--- src/rtl/mem_access_pkg.sv ---
// Shared definitions for the load/store controller: size encodings, FSM
// states, wait counter width and the little-endian lane helpers.
package mem_access_pkg;

    localparam logic [1:0] SZ_BYTE = 2'd0;
    localparam logic [1:0] SZ_HALF = 2'd1;
    localparam logic [1:0] SZ_WORD = 2'd2;
    localparam logic [1:0] SZ_RSVD = 2'd3;

    // Wide enough for WAIT_CYCLES up to 15.
    localparam int CNT_W = 4;

    typedef enum logic [1:0] {
        ST_IDLE,
        ST_RD,
        ST_WR,
        ST_RESP
    } state_t;

    // Number of bytes touched by an access of the given size.
    function automatic logic [2:0] access_bytes(input logic [1:0] sz);
        case (sz)
            SZ_BYTE: return 3'd1;
            SZ_HALF: return 3'd2;
            default: return 3'd4;
        endcase
    endfunction

    // Pull the addressed lane out of a memory word and extend it to 32 bits.
    function automatic logic [31:0] lane_extract(input logic [31:0] w,
                                                 input logic [1:0]  lane,
                                                 input logic [1:0]  sz,
                                                 input logic        sgn);
        logic [7:0]  b;
        logic [15:0] h;
        b = w[{lane, 3'b000} +: 8];
        h = lane[1] ? w[31:16] : w[15:0];
        case (sz)
            SZ_BYTE: return {{24{sgn & b[7]}}, b};
            SZ_HALF: return {{16{sgn & h[15]}}, h};
            default: return w;
        endcase
    endfunction

    // Replace the addressed lane of a word with right-justified store data.
    function automatic logic [31:0] lane_merge(input logic [31:0] w,
                                               input logic [15:0] d,
                                               input logic [1:0]  lane,
                                               input logic [1:0]  sz);
        logic [31:0] r;
        r = w;
        if (sz == SZ_BYTE) begin
            r[{lane, 3'b000} +: 8] = d[7:0];
        end else if (lane[1]) begin
            r[31:16] = d;
        end else begin
            r[15:0] = d;
        end
        return r;
    endfunction

endpackage

--- src/rtl/lsu_lane_align.sv ---
// Combinational lane alignment: load extraction/extension from the word
// read back from memory, and sub-word store merge into that same word.
module lsu_lane_align
    import mem_access_pkg::*;
(
    input  logic [31:0] rword,
    input  logic [1:0]  lane,
    input  logic [1:0]  size,
    input  logic        sign_ext,
    input  logic [15:0] wdata,
    output logic [31:0] load_data,
    output logic [31:0] merged
);

    assign load_data = lane_extract(rword, lane, size, sign_ext);
    assign merged    = lane_merge(rword, wdata, lane, size);

endmodule

--- src/rtl/mem_access_unit.sv ---
// Load/store controller between the core and a byte-addressed data memory.
// One request at a time; sub-word stores are done as read-modify-write.
// Optional feature: define MEM_ACCESS_BOUNDS_CHECK_EN to flag accesses that
// run past MEM_BYTES as errors; otherwise the address is passed through.
module mem_access_unit
    import mem_access_pkg::*;
#(
    parameter int WAIT_CYCLES = 0,
    parameter int MEM_BYTES   = 4096
) (
    input  logic        clk,
    input  logic        rst,
    input  logic        req_valid,
    output logic        req_ready,
    input  logic        req_write,
    input  logic [1:0]  req_size,
    input  logic        req_signed,
    input  logic [31:0] req_addr,
    input  logic [31:0] req_wdata,
    output logic        resp_valid,
    input  logic        resp_ready,
    output logic [31:0] resp_rdata,
    output logic        resp_error,
    output logic        memRead,
    output logic        memWrite,
    output logic [31:0] address,
    output logic [31:0] writeData,
    input  logic [31:0] readData
);

`ifdef MEM_ACCESS_BOUNDS_CHECK_EN
    localparam bit BOUNDS_EN = 1'b1;
`else
    localparam bit BOUNDS_EN = 1'b0;
`endif

    state_t             state;
    logic [CNT_W-1:0]   cnt;
    logic               write_q;
    logic [1:0]         size_q;
    logic [1:0]         lane_q;
    logic               sign_q;
    logic [15:0]        wdata_q;

    logic [2:0]         nbytes;
    logic [32:0]        end_addr;
    logic               misalign;
    logic               oob;
    logic               req_err;
    logic               accept;
    logic [31:0]        load_data;
    logic [31:0]        merged;

    assign accept = req_valid && req_ready;

    // Classify the incoming request: reserved size, misalignment, bounds.
    always_comb begin
        nbytes   = access_bytes(req_size);
        end_addr = {1'b0, req_addr} + {30'b0, nbytes};
        misalign = ((req_size == SZ_HALF) && req_addr[0]) ||
                   ((req_size == SZ_WORD) && (req_addr[1:0] != 2'b00));
        oob      = end_addr > 33'(MEM_BYTES);
        req_err  = (req_size == SZ_RSVD) || misalign || (BOUNDS_EN && oob);
    end

    // Request fields kept for the RD/WR phases; pure data, no reset needed.
    always_ff @(posedge clk) begin
        if (accept) begin
            write_q <= req_write;
            size_q  <= req_size;
            lane_q  <= req_addr[1:0];
            sign_q  <= req_signed;
            wdata_q <= req_wdata[15:0];
        end
    end

    lsu_lane_align u_align (
        .rword     (readData),
        .lane      (lane_q),
        .size      (size_q),
        .sign_ext  (sign_q),
        .wdata     (wdata_q),
        .load_data (load_data),
        .merged    (merged)
    );

    // Access sequencer with registered memory-side and response outputs.
    always_ff @(posedge clk or negedge rst) begin
        if (!rst) begin
            state      <= ST_IDLE;
            cnt        <= '0;
            req_ready  <= 1'b1;
            resp_valid <= 1'b0;
            resp_rdata <= '0;
            resp_error <= 1'b0;
            memRead    <= 1'b0;
            memWrite   <= 1'b0;
            address    <= '0;
            writeData  <= '0;
        end else begin
            case (state)
                ST_IDLE: begin
                    if (accept) begin
                        req_ready  <= 1'b0;
                        address    <= {req_addr[31:2], 2'b00};
                        resp_rdata <= '0;
                        if (req_err) begin
                            resp_valid <= 1'b1;
                            resp_error <= 1'b1;
                            state      <= ST_RESP;
                        end else if (req_write && (req_size == SZ_WORD)) begin
                            writeData <= req_wdata;
                            memWrite  <= 1'b1;
                            state     <= ST_WR;
                        end else begin
                            // Loads and sub-word stores both need the word first.
                            memRead <= 1'b1;
                            cnt     <= CNT_W'(WAIT_CYCLES);
                            state   <= ST_RD;
                        end
                    end
                end
                ST_RD: begin
                    if (cnt == '0) begin
                        memRead <= 1'b0;
                        if (write_q) begin
                            writeData <= merged;
                            memWrite  <= 1'b1;
                            state     <= ST_WR;
                        end else begin
                            resp_rdata <= load_data;
                            resp_valid <= 1'b1;
                            state      <= ST_RESP;
                        end
                    end else begin
                        cnt <= cnt - 1'b1;
                    end
                end
                ST_WR: begin
                    memWrite   <= 1'b0;
                    resp_valid <= 1'b1;
                    state      <= ST_RESP;
                end
                ST_RESP: begin
                    if (resp_ready) begin
                        resp_valid <= 1'b0;
                        resp_error <= 1'b0;
                        resp_rdata <= '0;
                        req_ready  <= 1'b1;
                        state      <= ST_IDLE;
                    end
                end
                default: state <= ST_IDLE;
            endcase
        end
    end

endmodule

--- config.mk ---
export PLATFORM = sky130hd
export DESIGN_NAME = mem_access_unit
export DESIGN_NICKNAME = d
export VERILOG_FILES = /design/src/rtl/mem_access_pkg.sv /design/src/rtl/lsu_lane_align.sv /design/src/rtl/mem_access_unit.sv
export SDC_FILE = /design/constraint.sdc
export NUM_CORES = 1
export LEC_CHECK = 0
export CAP_MARGIN = 20
export CORE_ASPECT_RATIO = 1.5
export CORE_MARGIN = 2
export CORE_UTILIZATION = 52
export DETAILED_ROUTE_END_ITERATION = 8
export PLACE_DENSITY = 0.95
export SETUP_SLACK_MARGIN = 0.5
export SYNTH_ARGS = -nofsm -noshare
export SYNTH_HDL_FRONTEND = slang
export SYNTH_HIERARCHICAL = 1
export SYNTH_SLANG_ARGS = --single-unit
--- constraint.sdc ---
create_clock -name clk -period 6.6 [get_ports clk]
set_clock_uncertainty 0.15 [all_clocks]
set_input_delay 1.32 -clock clk [delete_from_list [all_inputs] [get_ports clk]]
set_output_delay 1.32 -clock clk [all_outputs]
set_load 0.01 [all_outputs]
== Word-level counts from Yosys, hierarchy flattened ==
Index checks and enable logic that the tools add are counted.

* Register bits after elaboration: 127
* Bits in latches: 0
* Bits in writable memories: 0
* ROM bits: 0
* Logic and storage cells: 113
* Memories: 0

* Add/subtract/negate cells: 2
* Multiply operators: 0
* Divide/modulo/power cells: 0
* $lt $le $gt $ge: 0
* Equal/unequal tests: 17
* Shift operators: 3
* Mux-type cells: 50
* Bitwise operators: 2
* Reductions and logical operators: 24

{| class="wikitable"
|+ Operator list
! operator !! count
|-
| $mux 32 || 10
|-
| $pmux 32 s2 || 2
|-
| $pmux 32 s3 || 1
|-
| $mux 16 || 3
|-
| $bwmux 32 || 1
|-
| $shift 8x7->32 const A || 1
|-
| $shiftx 32x6->8 || 1
|-
| $shiftx 8x7->32 || 1
|-
| $ne 2x2->1 const B || 10
|-
| $reduce_and 5->1 || 4
|-
| $mux 1 || 17
|-
| $mux 4 || 4
|-
| $reduce_and 6->1 || 2
|-
| $mux 2 || 5
|-
| $eq 2x2->1 const B || 4
|-
| $pmux 2 s4 || 1
|-
| $pmux 4 s2 || 1
|-
| $neg 5->7 || 1
|-
| $eq 2x1->1 const B || 3
|-
| $pmux 1 s2 || 3
|-
| $reduce_and 3->1 || 2
|-
| $reduce_bool 2->1 || 3
|-
| $reduce_bool 3->1 || 2
|-
| $logic_and 1x1->1 || 4
|-
| 9 further kinds || 12
|}

== Depth between registers and ports, before layout ==
* Word-level depth: 7
* Mapped depth: 10
* Mapped depth without buffers: 7

== Hierarchy ==
The synthesis kept the hierarchy.

{| class="wikitable"
|+ By module, submodules not included
! module !! instances !! cells each !! area each (µm²)
|-
| mem_access_unit || 1 || 464 || 5410.2
|-
| lsu_lane_align || 1 || 220 || 1521.5
|}

== Least setup slack after synthesis ==
No wires, ideal clock.

* Kind: input to register
* From: input req_valid
* To: register cnt[1]
* Setup time: 0.131 ns
* Data arrival time: 2.769 ns
* Required time: 6.319 ns
* Setup slack: 3.550 ns
* Cell stages on the path: 5
* Cells stage by stage: nand2_1 -> inv_1 -> o21ai_0 -> and3_1 -> or3_1

* Longest elaborated chain between the ends: 3

{| class="wikitable"
|+ Ends and longest elaborated chain
! element !! RTL line !! RTL
|-
| start, declared || mem_access_unit.sv:13 || <nowiki>input logic req_valid,</nowiki>
|-
| $logic_and 1x1->1 || mem_access_unit.sv:54 || <nowiki>assign accept = req_valid && req_ready;</nowiki>
|-
| net accept || mem_access_unit.sv:50 || <nowiki>logic accept;</nowiki>
|-
| $ne 2x2->1 (no source line) || n/a ||
|-
| $reduce_and 5->1 (no source line) || n/a ||
|-
| end signal, assigned || mem_access_unit.sv:118 || <nowiki>cnt <= CNT_W'(WAIT_CYCLES);</nowiki>
|-
| end signal, assigned || mem_access_unit.sv:136 || <nowiki>cnt <= cnt - 1'b1;</nowiki>
|-
| end, declared || mem_access_unit.sv:38 || <nowiki>logic [CNT_W-1:0] cnt;</nowiki>
|}

The timed path passes the listed nets, and every way through them passes these cells.
A chain may end at the register's enable or synchronous reset.

== Final worst setup path ==
* From: register lane_q[1]
* To: register writeData[20]

* Longest elaborated chain between the ends: 7
* Elaborated cells between the ends (all ways): 9
* Those cells by class: add/sub (1); shift (2); mux (6)

{| class="wikitable"
|+ Ends and longest elaborated chain
! element !! RTL line !! RTL
|-
| start, declared || mem_access_unit.sv:41 || <nowiki>logic [1:0] lane_q;</nowiki>
|-
| start signal, assigned || mem_access_unit.sv:71 || <nowiki>lane_q <= req_addr[1:0];</nowiki>
|-
| $neg 5->7 || mem_access_pkg.sv:53 || <nowiki>r[{lane, 3'b000} +: 8] = d[7:0];</nowiki>
|-
| $shiftx 8x7->32 or $shift 8x7->32 (tied branches) || mem_access_pkg.sv:53 ||
|-
| $bwmux 32 || mem_access_pkg.sv:53 ||
|-
| $mux 32 (*) || mem_access_pkg.sv:52 || <nowiki>if (sz == SZ_BYTE) begin</nowiki>
|-
| net merged[20] || mem_access_unit.sv:52 || <nowiki>logic [31:0] merged;</nowiki>
|-
| $mux 32 (*) || mem_access_unit.sv:126 || <nowiki>if (write_q) begin</nowiki>
|-
| $mux 32 (*) || mem_access_unit.sv:124 || <nowiki>if (cnt == '0) begin</nowiki>
|-
| $pmux 32 s2 (*) || mem_access_unit.sv:101 || <nowiki>case (state)</nowiki>
|-
| end signal, assigned || mem_access_unit.sv:112 || <nowiki>writeData <= req_wdata;</nowiki>
|-
| end signal, assigned || mem_access_unit.sv:127 || <nowiki>writeData <= merged;</nowiki>
|-
| end, declared || mem_access_unit.sv:27 || <nowiki>output logic [31:0] writeData,</nowiki>
|}

Mark *: on every way through the listed nets, which the timed path passes. The rest lies on a longest branch. The select of a mux whose other input is x is not followed.

==> impl_metrics.py <==
metrics = {
    "timing": {
        "setup_viol": 0,
        "hold_viol": 0,
        "worst_pin_slew_ps": 1140,
        "holdWs_ps": 332,
        "slew_headroom": 0.237,
        "clock.fmax_ghz": 0.261,
        "final.setup.tns_ps": 0,
        "rsz0062_at_grt": "false",
        "final.min_clock_period_ps": 3830,
        "period_share": 0.581,
        "slew_viol_final": 0,
    },
    "floorplanning": {
        "die_h_um": 145,
        "ios": 205,
        "die_area_um2": 14300,
        "core-area_um2": 13000,
        "row_count": 51,
        "die_w_um": 98.3,
        "start_util": 0.532,
    },
    "layout": {
        "fin_area_um2": 9490,
        "multi_input_area_um2": 3290,
        "syn_to_final_growth_pct": 36.9,
        "finalNetCount": 974,
        "fill_cells": 941,
        "mostFrequentLayoutCells": "clkdlybuf4s50_1, dfrtp_1, nand2_1",
        "final_cell_count_no_fill": 1030,
        "final_common_cell": "clkdlybuf4s50_1",
        "diodes": 0,
        "drive_above_1_share": 0.101,
        "regArea_um2": 3290,
    },
    "critical_path": {
        "cp_max_fo": 39,
        "startpoint": "lane_q[1]$_DFFE_PP_",
        "end_kind": "flip-flop",
        "cp.arrival_ps": 4010,
        "required_ps": 6780,
        "critPathKind": "reg -> reg",
        "crit_path_start_kind": "flip-flop",
        "reg2reg_from": "lane_q[1]$_DFFE_PP_",
    },
    "grt": {
        "antenna_found_initial": 0,
        "grt_pass1_wl_mm": 32.5,
        "grtUsageTotal": 0.287,
        "grt_pass1_vias": 6305,
        "gr-total-overflow": 0,
        "grt_max_degree": 73,
    },
    "power_and_ir_drop": {
        "leakage_nw": 3.77,
        "ir_drop_uv": 169,
        "power_density_nw_per_um2": 191,
    },
    "clocking": {
        "clockRootBuffer": "clkbuf_16",
        "path_clk_slew_ps": 60,
        "numCtsBuffers": 17,
        "cts_num_sinks": 127,
        "cts_tree": "built",
        "cts_hold_buf": 0,
        "h-tree-depth": 4,
        "max-clock-path-buffers": 2,
        "ctsResizeCount": 0,
        "clock_latency_ps": 420,
        "postCtsSetupRepairBufs": 0,
    },
    "min_path": {
        "holdCritPathClass": "reg -> reg",
        "min-delay-start": "resp_rdata[28]$_DFFE_PN0P_",
    },
    "placement": {
        "dpl_cell_area_um2": 8920,
        "gp_congestion": 0.977,
        "place_inst": 998,
        "io_buffer_count": 202,
        "place_hpwl_mm": 15.0,
    },
    "detailed_routing": {
        "via_per_inst": 6.27,
        "antenna_left": 0,
        "routed_wl_mm": 20.9,
        "drt-initial-drc-count": 817,
        "drc": 0,
        "num_vias": 6455,
        "wl_per_cell_um": 20.3,
        "dr.pass1.iters": 9,
    },
    "synthesis": {
        "synth_cells": 684,
        "synth_edf_count": 22,
        "post_synth_num_cell_types": 66,
        "yosysSeqAreaShare": 0.475,
        "yosysWarnings": 6,
        "async_reset_ff_frac": 0.827,
        "syn_avg_cell_area_um2": 10.1,
        "synth_flop_cell": "dfrtp_1",
        "synth.cell_area_um2": 6930,
        "ys_ff_latch": 127,
    },
    "flow_run": {
        "max_cap_violations": 0,
    },
    "outcome": {
        "status": "finished clean",
    },
}
-- power by group --
part	internal [W]	total [W]	switching, W
Clock	0.000538	0.000892	0.000354
Combinational	0.0000699	0.000126	0.0000561
Sequential	0.000798	0.000798	0
-- synthesized netlist by cell type, types with 14 or more instances --
master    instances  area share
a32oi_1          14       0.018
a211oi_1         16       0.017
o21ai_0          73       0.053
nand2_1          78       0.042
o21ai_1          32       0.023
a21oi_1          53       0.038
inv_1            15      0.0081
dfrtp_1         104        0.38
mux2i_1          44       0.064
edfxtp_1         22       0.095
nor2b_1          16       0.014
mux2_2           31       0.050
clkbuf_1         30       0.016
a22o_1           17       0.021
-- through the flow --
step / util / setup WS, ps / power [W]
global placement: 0.684 / 2770 / 0.000934
floorplan: - / 3550 / 0.000840
detailed placement: 0.686 / 2640 / 0.000935
CTS: 0.729 / 2980 / 0.00182
finish: 0.729 / 2770 / 0.00182
global route: 0.729 / 2730 / 0.00186
-- cell families after synthesis --
| group | after synthesis | share of synthesized area |
|---|---|---|
| multiplexers | 75 | 0.114 |
| adder cells (fa/ha/maj) | 12 | 0.0217 |
| AO/OA/AOI/OAI | 253 | 0.236 |
| AND/OR/NAND/NOR | 144 | 0.101 |
| other | 1 | 0.000541 |
| flip-flops | 127 | 0.475 |
| buffers and inverters | 72 | 0.0525 |
-- sequential cells by signal (all words and copies together) (netlist names) --
register / cells
resp_error: 1
state: 2
req_ready: 1
resp_rdata: 32
write_q: 1
memWrite: 1
address: 30
lane_q: 2
writeData: 32
size_q: 2
cnt: 4
memRead: 1
wdata_q: 16
resp_valid: 1
sign_q: 1
-- layer usage --
metal,global-route usage,share of wire,vias to the layer above
met2,0.506,0.51,437
met4,0.148,0.054,0
li1,-,-,2871
met3,0.0552,0.090,95
met5,0,0,-
met1,0.327,0.34,3052
-- area by class of cell --
cell class,instances,share of cell area
multi-input cells,486,0.347
flip-flops and latches,127,0.347
repair buffers,209,0.219
clock buffers,20,0.0481
well taps,159,0.0210
clock inverters,12,0.0116
inverters,17,0.00672
-- critical path, stage by stage (launching register included) --
cell and delay, ps:
edfxtp_1 320, buf_4 370, clkinv_1 700, ha_1 620, nor2b_1 550, a41o_1 440
a22o_1 280, mux2i_1 90, o21ai_0 200
-- worst paths after layout --
kind                                               to  slack [ps]  cells after the start
max                         writeData[20]$_DFFE_PN0P_        2770                      8
min                        resp_rdata[28]$_DFFE_PN0P_         330                      2
max reg2reg                 writeData[20]$_DFFE_PN0P_        2770                      8
min reg2reg                resp_rdata[28]$_DFFE_PN0P_         330                      2
max in group asynchronous   writeData[27]$_DFFE_PN0P_        4330                      2
min in group asynchronous     address[16]$_DFFE_PN0P_         680                      1
Power figures use the tool's default switching activity.
